$ cat src/rtl/mm_pkg.sv
// Shared definitions for the matrix-multiplier SRAM datapath.
// Holds the SRAM geometry and the port arbiter state encoding.
package mm_pkg;

    localparam int unsigned SRAM_AW = 10;
    localparam int unsigned SRAM_DW = 128;

    typedef enum logic {
        ARB_IDLE,
        ARB_BURST
    } arb_state_t;

endpackage

$ cat src/rtl/rr_arbiter.sv
// Combinational round-robin arbiter: one-hot grant to the first asserted
// request found searching upward from ptr, wrapping modulo NUM_REQ.
module rr_arbiter #(
    parameter int unsigned NUM_REQ = 2,
    localparam int unsigned PW = (NUM_REQ > 1) ? $clog2(NUM_REQ) : 1
) (
    input  logic [NUM_REQ-1:0] req,
    input  logic [PW-1:0]      ptr,
    output logic [NUM_REQ-1:0] grant
);

    logic found;

    // Distance of requester j from ptr decides priority; the modulo keeps an
    // out-of-range ptr from starving everyone.
    always_comb begin
        grant = '0;
        found = 1'b0;
        for (int unsigned k = 0; k < NUM_REQ; k++) begin
            for (int unsigned j = 0; j < NUM_REQ; j++) begin
                if (!found && req[j] &&
                    ((j + NUM_REQ - (32'(ptr) % NUM_REQ)) % NUM_REQ) == k) begin
                    grant[j] = 1'b1;
                    found    = 1'b1;
                end
            end
        end
    end

endmodule

$ cat src/rtl/sram_port_arbiter.sv
// Round-robin, burst-locking arbiter sharing one single-port SRAM among
// NUM_REQ requesters; read responses return one cycle after acceptance.
module sram_port_arbiter
    import mm_pkg::*;
#(
    parameter int unsigned NUM_REQ = 2,
    parameter int unsigned AW      = SRAM_AW,
    parameter int unsigned DW      = SRAM_DW
) (
    input  logic                  clk,
    input  logic                  rst,
    input  logic [NUM_REQ-1:0]    req_valid,
    input  logic [NUM_REQ-1:0]    req_we,
    input  logic [NUM_REQ-1:0]    req_last,
    input  logic [NUM_REQ*AW-1:0] req_addr,
    input  logic [NUM_REQ*DW-1:0] req_wdata,
    output logic [NUM_REQ-1:0]    req_ready,
    output logic [NUM_REQ-1:0]    rsp_valid,
    output logic [DW-1:0]         rsp_rdata,
    output logic                  sram_we,
    output logic [AW-1:0]         sram_addr,
    output logic [DW-1:0]         sram_din,
    input  logic [DW-1:0]         sram_dout
);

    localparam int unsigned PW = (NUM_REQ > 1) ? $clog2(NUM_REQ) : 1;

    arb_state_t           state_q, state_d;
    logic [PW-1:0]        ptr_q, ptr_d;
    logic [PW-1:0]        owner_q, owner_d;
    logic                 rsp_v_q;
    logic [PW-1:0]        rsp_id_q;

    logic [NUM_REQ-1:0]   rr_grant;
    logic [NUM_REQ-1:0]   grant;
    logic [PW-1:0]        sel_idx;
    logic                 sel_we;
    logic                 sel_last;
    logic [AW-1:0]        sel_addr;
    logic [DW-1:0]        sel_din;
    logic                 accept;

    function automatic logic [PW-1:0] next_ptr(input logic [PW-1:0] idx);
        next_ptr = (32'(idx) >= NUM_REQ - 1) ? '0 : idx + 1'b1;
    endfunction

    rr_arbiter #(
        .NUM_REQ (NUM_REQ)
    ) u_rr (
        .req   (req_valid),
        .ptr   (ptr_q),
        .grant (rr_grant)
    );

    // During a burst only the owner may proceed; a gap leaves the SRAM idle.
    always_comb begin
        grant = '0;
        if (!rst) begin
            if (state_q == ARB_IDLE) begin
                grant = rr_grant;
            end else begin
                for (int unsigned i = 0; i < NUM_REQ; i++) begin
                    if (PW'(i) == owner_q) grant[i] = req_valid[i];
                end
            end
        end
    end

    always_comb begin
        sel_idx  = '0;
        sel_we   = 1'b0;
        sel_last = 1'b0;
        sel_addr = '0;
        sel_din  = '0;
        for (int unsigned i = 0; i < NUM_REQ; i++) begin
            if (grant[i]) begin
                sel_idx  = PW'(i);
                sel_we   = req_we[i];
                sel_last = req_last[i];
                sel_addr = req_addr[i*AW +: AW];
                sel_din  = req_wdata[i*DW +: DW];
            end
        end
    end

    assign accept    = |grant;
    assign req_ready = grant;
    assign sram_we   = sel_we;
    assign sram_addr = sel_addr;
    assign sram_din  = sel_din;
    assign rsp_rdata = sram_dout;

    always_comb begin
        state_d = state_q;
        ptr_d   = ptr_q;
        owner_d = owner_q;
        case (state_q)
            ARB_IDLE: begin
                if (accept) begin
                    if (sel_last) begin
                        ptr_d = next_ptr(sel_idx);
                    end else begin
                        state_d = ARB_BURST;
                        owner_d = sel_idx;
                    end
                end
            end
            ARB_BURST: begin
                if (accept && sel_last) begin
                    state_d = ARB_IDLE;
                    ptr_d   = next_ptr(owner_q);
                end
            end
            default: state_d = ARB_IDLE;
        endcase
    end

    always_ff @(posedge clk) begin
        if (rst) begin
            state_q  <= ARB_IDLE;
            ptr_q    <= '0;
            owner_q  <= '0;
            rsp_v_q  <= 1'b0;
            rsp_id_q <= '0;
        end else begin
            state_q  <= state_d;
            ptr_q    <= ptr_d;
            owner_q  <= owner_d;
            rsp_v_q  <= accept && !sel_we;
            rsp_id_q <= sel_idx;
        end
    end

    always_comb begin
        rsp_valid = '0;
        for (int unsigned i = 0; i < NUM_REQ; i++) begin
            rsp_valid[i] = !rst && rsp_v_q && (rsp_id_q == PW'(i));
        end
    end

endmodule

$ cat config.mk
export PLATFORM = sky130hd
export DESIGN_NAME = sram_port_arbiter
export DESIGN_NICKNAME = d
export VERILOG_FILES = /design/src/rtl/mm_pkg.sv /design/src/rtl/rr_arbiter.sv /design/src/rtl/sram_port_arbiter.sv
export SDC_FILE = /design/constraint.sdc
export NUM_CORES = 1
export LEC_CHECK = 0
export CAP_MARGIN = 15
export CORE_AREA = 2 2 267 269
export CTS_BUF_LIST = sky130_fd_sc_hd__clkbuf_8
export CTS_CLUSTER_SIZE = 30
export DETAILED_ROUTE_END_ITERATION = 7
export DIE_AREA = 0 0 269 271
export GPL_TIMING_DRIVEN = 0
export REMOVE_ABC_BUFFERS = 1
export SLEW_MARGIN = 10
export SYNTH_ARGS = -nofsm -noshare
export SYNTH_HDL_FRONTEND = slang
export SYNTH_SLANG_ARGS = --single-unit
$ cat constraint.sdc
create_clock -name clk -period 4.43 [get_ports clk]
set_clock_uncertainty 0.1 [all_clocks]
set_input_delay 0.886 -clock clk [delete_from_list [all_inputs] [get_ports clk]]
set_output_delay 0.886 -clock clk [all_outputs]
set_load 0.01 [all_outputs]
Word-level counts from Yosys, hierarchy flattened --
Cells that the tools add are included.
Storage, ports and cells: output and inout bits 271, word-level logic and storage cells 68, input bits 412, flip-flop bits (word level) 5
Operators by class: bitwise operators 3, $lt $le $gt $ge 2, equal/unequal tests 3, $add $sub $neg 4, reductions and logical operators 22, mux-type cells 29
Operator list (count):
- $mux 128 | 2
- $logic_not 32->1 | 2
- $mux 1 | 21
- $mux 10 | 2
- $logic_and 1x1->1 | 12
- $reduce_and 3->1 | 2
- $logic_not 1->1 | 5
- $mux 2 | 2
- $ne 2x2->1 const B | 2
- $pmux 1 s2 | 2
- $not 1->1 | 3
- $add 1x1->1 const B | 2
- $ge 1x1->1 const B | 2
- $ne 2x1->1 const B | 1
- $reduce_or 2->1 | 1
- $sub 1x1->1 const A | 2

Longest topological paths before layout --
Gate-level depths: netlist of the first run.
depth after elaboration 24, depth in mapped cells 6, mapped depth without buffers 4

Cells and area by module --
From an unflattened synthesis of the first run, not the netlist that was laid out.
Unflattened totals: cell total of the unflattened synthesis 628, area, all modules 4166.5 um2
By module, submodules not included:
- sram_port_arbiter | sequential area each 100.1 um2, area each 4147.7 um2, cells each 625, times used 1
- rr_arbiter | sequential area each 0.0 um2, area each 18.8 um2, cells each 3, times used 1

Worst setup path before layout of the first run --
Ideal clock, no wire load.
kind input -> output, start input rst, end output sram_addr[0], required time 3.444 ns, arrival time 1.851 ns, buffers on the path 2, setup slack 1.593 ns, cell stages on the path 6, cell sequence nand2b_1 > a211o_2 > clkinv_2 > buf_12 > buf_8 > a22o_1
Between the ends: cells in the longest elaborated chain, start to end 3
RTL lines:
- start: declaration | line sram_port_arbiter.sv:11 | input logic rst,
- $mux 2 * | line sram_port_arbiter.sv:58 | if (!rst) begin
- $mux 10 | line sram_port_arbiter.sv:76 | if (grant[i]) begin
- $mux 10 * | line sram_port_arbiter.sv:76
- end: declaration | line sram_port_arbiter.sv:21 | output logic [AW-1:0] sram_addr,
Mark *: on every way between the ends. The rest lies on a longest branch, timed or not.

Final worst setup path of the first run --
start input req_valid[0], end output sram_din[65]
Between the ends: cells in the longest elaborated chain, start to end 17, elaborated cells between the ends (all ways) 21, classes of those cells mux: 11; reduce/logical: 10
RTL lines:
- start: declaration | line sram_port_arbiter.sv:12 | input logic [NUM_REQ-1:0] req_valid,
- $logic_and 1x1->1 | line rr_arbiter.sv:21 | if (!found && req[j] &&
- $mux 1 | line rr_arbiter.sv:21
- $logic_not 1->1 | line rr_arbiter.sv:21
- $logic_and 1x1->1 (2 in series) | line rr_arbiter.sv:21
- $mux 1 | line rr_arbiter.sv:21
- $logic_not 1->1 | line rr_arbiter.sv:21
- $logic_and 1x1->1 (2 in series) | line rr_arbiter.sv:21
- $mux 1 | line rr_arbiter.sv:21
- $logic_not 1->1 | line rr_arbiter.sv:21
- $logic_and 1x1->1 (2 in series) | line rr_arbiter.sv:21
- $mux 1 | line rr_arbiter.sv:21
- $mux 2 * | line sram_port_arbiter.sv:59 | if (state_q == ARB_IDLE) begin
- $mux 2 * | line sram_port_arbiter.sv:58
- $mux 128 * | line sram_port_arbiter.sv:76
- end: declaration | line sram_port_arbiter.sv:22 | output logic [DW-1:0] sram_din,
Marked as above.

==> results.cfg, run 1 <==
[run_status]
status = finished clean

[synth]
yosysWarningCount = 0
yosys-top-cells-area = a22o_1 45%, buf_4 36%, buf_8 5.0%
synth.distinct_cells = 29
netlist_area_um2 = 2700
synth_area_per_cell_um2 = 8.17
synth_top_area_cell = a22o_1
ys_ff_latch = 5
yosys.area.top_type_share_pct = 45.2
ys_seq_area_share_pct = 3.71
synth_cells = 330

[sta]
worst_pin_slew_ns = 0.499
slew_violations = 0
hold_violations = 0
fmax_ghz = 0.233
fin_ws_ns = 0.133
setup_viol = 0
period_needed_ns = 4.30
post-route-period-util_pct = 97.0
rsz0062_at_grt = false
relSlewSlack_pct = 66.9

[die]
die_area_um2 = 72900
initial_core_util_pct = 3.86
rows = 97
die_w_um = 269
dieHeight_um = 271
ios = 683
fp.coreArea_um2 = 69800

[global_route]
grtUsageTotal_pct = 10.8
antenna_found_initial = 0
grt_pass1_vias = 4146
overflow = 0
grt_start_max_net_pins = 86
grt_pass1_wl_mm = 48.5

[placement]
gp_congestion = 0.859
port_buffers = 426
place_ws_ns = -0.376
hpwlAfterDp_mm = 34.8

[cells_and_area]
diodes = 0
drive_gt1_share_pct = 2.64
fin_nets = 1018
layout.cells.most_common = clkdlybuf4s50_1
final_cell_mix = 404 x clkdlybuf4s50_1, 138 x a22o_1, 15 x dlygate4sd2_1
area_delta_synth_final_pct = 163
utilization_pct = 10.2

[job]
max-cap-violations = 0

[cts]
htreeDepth = 1
clkSinkCount = 5
cts_root_buf = clkbuf_8
post_cts_buffers = 0
cts_tree = yes
ctsHoldBuffers = 0
tritoncts.num_buffers = 3
insertion_delay_ns = 0.22
clock_path_buffers = 2
cts.clk_slew.worst_paths_ns = 0.03

[route]
first_pass_iters = 4
num_vias = 4252
route.detailed.drc = 0
routedWlPerCell_um = 27.8
final_antenna_net_count = 0
vias_per_cell = 2.75
first_iter_violations = 173
wl_mm = 42.9

[power]
leakage_nw = 2.43
power.total_uw = 857
powerDensity_nw_per_um2 = 121
ir_worst_vdd_mv = 0.0750

[hold_path]
min_path_cells = 2
min_to = owner_q
hp-start = owner_q
min_path_type = reg -> reg

[setup_path]
r2r_slack_ns = 2.97
worstPathRequired_ns = 3.44
cp_max_fo = 57
cp.arrival_ns = 3.31
endpoint_kind = output port
worst_setup_path_start_kind = primary input
worst-setup-path-type = in -> out
reg2reg_depth = 4
[worst max path at each step]
stage / from / to / slack (ns) / depth (start not counted)
2_1_floorplan: rst / sram_addr[0] / 0.78 / 4
3_3_place_gp: rst / sram_din[76] / -1.27 / 6
3_5_place_dp: req_valid[0] / sram_din[9] / -0.38 / 7
4_1_cts: req_valid[0] / sram_din[98] / 0.001 / 7
5_1_grt: rst / sram_din[94] / 0.0009 / 7
6_report: req_valid[0] / sram_din[65] / 0.13 / 7
[cell usage after synthesis, drive strengths merged]
cell type	count
nand4	1
a22o	139
clkinv	1
buf	147
inv	5
nand3	2
nand2	1
dfxtp	5
a21oi	1
o22ai	1
o211ai	1
nand2b	1
o31ai	2
a21boi	1
and2b	1
and3	1
nor2b	1
nand3b	1
nor2	1
o21a	1
a211o	2
clkbuf	12
nor3b	1
a32o	1
[worst max-delay path, cell delays in order]
cell             delay, ns
clkdlybuf4s50_1       0.52
nor2b_1               0.18
nand3_1               0.15
bufinv_16             0.38
buf_16                0.24
a22o_1                0.18
clkdlybuf4s50_1       0.67
[per-stage QoR]
stage | hold WS, ns | area, um^2 | std cells | setup TNS, ns
global route | 0.440 | 7090 | 1545 | 0
CTS | 0.431 | 7070 | 1544 | 0
floorplan | 0.378 | 1480 | 171 | 0
finish | 0.436 | 7090 | 1545 | 0
detailed placement | 0.427 | 6990 | 1539 | -8.29
global placement | 0.405 | 6920 | 1537 | -135.81
[cell type report]
class	count	area, um^2
repair buffers	430	4340
fillers	8037	62700
clock inverters	1	3.75
flip-flops and latches	5	100
inverters	6	61.3
multi-input cells	160	1370
clock buffers	3	41.3
well taps	940	1180
[routing by layer]
metal | vias up | share of wire (%) | global-route usage, %
li1 | 1680 | - | -
met1 | 1905 | 38 | 10.9
met2 | 616 | 35 | 13.7
met3 | 35 | 25 | 12.6
met4 | 16 | 1.2 | 1.68
met5 | - | 1.5 | 7.30
[cell families after synthesis]
group / share of synthesized area (%)
simple gates: 2.41
buf+inv: 45.8
compound gates: 48.1
flops: 3.71
[timing repair]
action	4_1_cts	5_1_grt
setup endpoints to repair	61	24
gates resized for setup	30	9
gates cloned	1	1
hold endpoints to repair	0	0
[where the power goes]
part | leakage [nW] | total (mW) | internal [mW] | switching (mW)
logic | 2.36 | 0.723 | 0.452 | 0.271
registers | 0.0412 | 0.0524 | 0.0488 | 0.00362
clock network | 0.0269 | 0.0815 | 0.0593 | 0.0221
total | 2.43 | 0.857 | 0.560 | 0.296
Note: power is estimated with default switching activity, not from simulation.
==> run 2, diff against run 1 <==
--- a/config.mk
+++ b/config.mk
@@ -5,12 +5,12 @@
 export SDC_FILE = /design/constraint.sdc
 export NUM_CORES = 1
 export LEC_CHECK = 0
+export ABC_AREA = 1
 export CAP_MARGIN = 15
-export CORE_AREA = 2 2 267 269
-export CTS_BUF_LIST = sky130_fd_sc_hd__clkbuf_8
+export CORE_AREA = 2 2 270 272
 export CTS_CLUSTER_SIZE = 30
 export DETAILED_ROUTE_END_ITERATION = 7
-export DIE_AREA = 0 0 269 271
+export DIE_AREA = 0 0 272 274
 export GPL_TIMING_DRIVEN = 0
 export REMOVE_ABC_BUFFERS = 1
 export SLEW_MARGIN = 10
==> run 2 against run 1 <==
Core utilization is 0.21 points lower. Via count up 2.4%. Non-clock buffer count stayed put. Register-to-register slack worse by 0.07 ns. Worst hold slack lost 0.051 ns. Design area is 1.0% higher. Die area rose by 2.2%. Critical path type unchanged. Critical endpoint is now sram_din[69]. Largest cell class unchanged. Largest power group unchanged.
==> results.cfg, run 2 <==
[die]
ios = 683
dieHeight_um = 274
die_area_um2 = 74500
initial_core_util_pct = 3.81
die_w_um = 272
rows = 99
fp.coreArea_um2 = 72000

[global_route]
grtUsageTotal_pct = 12.2
grt_pass1_vias = 4161
overflow = 0
grt_start_max_net_pins = 51
grt_pass1_wl_mm = 55.7
antenna_found_initial = 5

[sta]
fin_ws_ns = 0.130
slew_violations = 0
hold_slack_ns = 0.385
period_needed_ns = 4.30
rsz0062_at_grt = false
setup_viol = 0
relSlewSlack_pct = 56.1
fmax_ghz = 0.233
post-route-period-util_pct = 97.1
worst_pin_slew_ns = 0.661
hold_violations = 0

[cts]
htreeDepth = 1
tritoncts.num_buffers = 3
ctsHoldBuffers = 0
cts_root_buf = clkbuf_16
cts.clk_slew.worst_paths_ns = 0.03
clkSinkCount = 5
clock_path_buffers = 2
cts_tree = yes
insertion_delay_ns = 0.23

[synth]
synth_edf_count = 0
synth_area_per_cell_um2 = 8.01
ys_ff_latch = 5
synth_top_area_cell = a22o_1
synth.most_common_cell = a22o_1
yosysWarningCount = 0
yosys.area.top_type_share_pct = 44.4
netlist_area_um2 = 2740
async_flop_share_pct = 0
synth_cells = 342
synth.distinct_cells = 14
ys_seq_area_share_pct = 3.65
yosys-top-cells-area = a22o_1 44%, buf_4 36%, buf_6 8.6%
synthTopCellsByCount = 139 x a22o_1, 130 x buf_4, 21 x buf_6, 13 x nand2_1, 7 x buf_2
synth_flop_cell = dfxtp_1

[power]
ir_worst_vdd_mv = 0.0939
power.total_mw = 1.02
leakage_nw = 2.44
powerDensity_nw_per_um2 = 142

[job]
max-cap-violations = 0

[setup_path]
endpoint_kind = output port
worst-setup-path-type = in -> out
worst_setup_path_start_kind = primary input
r2r_slack_ns = 2.90
rr_endpoint = rsp_v_q
cp.arrival_ns = 3.31
worstPathRequired_ns = 3.44
reg2reg_depth = 6
cp_max_fo = 50

[hold_path]
min_path_cells = 2
hp-start = ptr_q
min_to = ptr_q
min_path_type = reg -> reg

[run_status]
status = finished clean

[placement]
dp.cells = 1570
hpwlAfterDp_mm = 39.4
gp_congestion = 0.780
place_ws_ns = -0.286
port_buffers = 426

[route]
route.detailed.drc = 0
num_vias = 4355
routedWlPerCell_um = 30.3
first_iter_violations = 252
wl_mm = 47.9
first_pass_iters = 4
vias_per_cell = 2.76
final_antenna_net_count = 0

[cells_and_area]
area_delta_synth_final_pct = 162
utilization_pct = 9.96
drive_gt1_share_pct = 2.59
final_cell_mix = 401 x clkdlybuf4s50_1, 138 x a22o_1, 23 x dlygate4sd2_1
layout.cells.most_common = clkdlybuf4s50_1
fin_nets = 1030
instances_no_fill = 1579
## run 2: changes by cell type in the layout (fill, tap and decap cells not counted), moves of 3 or more
| cell | before | now |
|---|---|---|
| nor2_2 | 0 | 3 |
| nand2_1 | 1 | 13 |
| clkbuf_8 | 3 | 0 |
| dlygate4sd2_1 | 15 | 23 |
| clkdlybuf4s50_1 | 404 | 401 |
| nor2_1 | 1 | 6 |
| diode_2 | 0 | 3 |
| clkbuf_2 | 3 | 0 |
## run 2: metal layers
layer	GRT usage, %	wire [um]
met1	13.8	19300
met3	15.3	12700
met2	13.2	14600
met4	1.52	510
met5	7.83	838
## run 2: worst max path at each step
stage | from | end | cells past startpoint
after floorplan | rst | sram_we | 6
after CTS | rst | sram_din[69] | 7
after global routing | rst | sram_din[83] | 9
after detailed placement | rst | sram_din[6] | 9
final | rst | sram_din[69] | 7
after global placement | rst | sram_din[6] | 8
## run 2: cells by family after synthesis
family / synth area share (%)
simple gates: 4.43
compound gates: 45.0
flops: 3.65
buf+inv: 46.9
## run 2: cell type report
cell class                 count  area [um^2]
antenna                        3         7.51
timing repair buffer         430         4350
multi-input combinational    169         1360
sequential                     5          100
inverter                       9         76.3
tap                          959         1200
fill                        8352        64800
clock buffer                   4         78.8
## run 2: what timing repair did
item	in CTS	in global routing
resized for setup	29	7
buffers inserted	0	0
endpoints found under the hold margin	0	0
endpoints found under the setup margin	36	57
gates cloned	2	0
## run 2: stage by stage
step	TNS, ns	instance area [um^2]
2_1_floorplan	0	1490
3_3_place_gp	-171.63	6950
3_5_place_dp	-5.85	7020
4_1_cts	0	7140
5_1_grt	0	7170
6_report	0	7170
## run 2: power breakdown
group	switching, mW	internal [mW]
clock network	0.0330	0.120
logic	0.331	0.481
registers	0.00373	0.0498
total	0.368	0.650
## run 2: worst max-delay path, stage by stage
cell and delay, ns:
clkdlybuf4s50_1 0.49, nor2_1 0.17, nand2_1 0.12, bufinv_16 0.34, bufbuf_16 0.43, a22o_1 0.19
clkdlybuf4s50_1 0.61
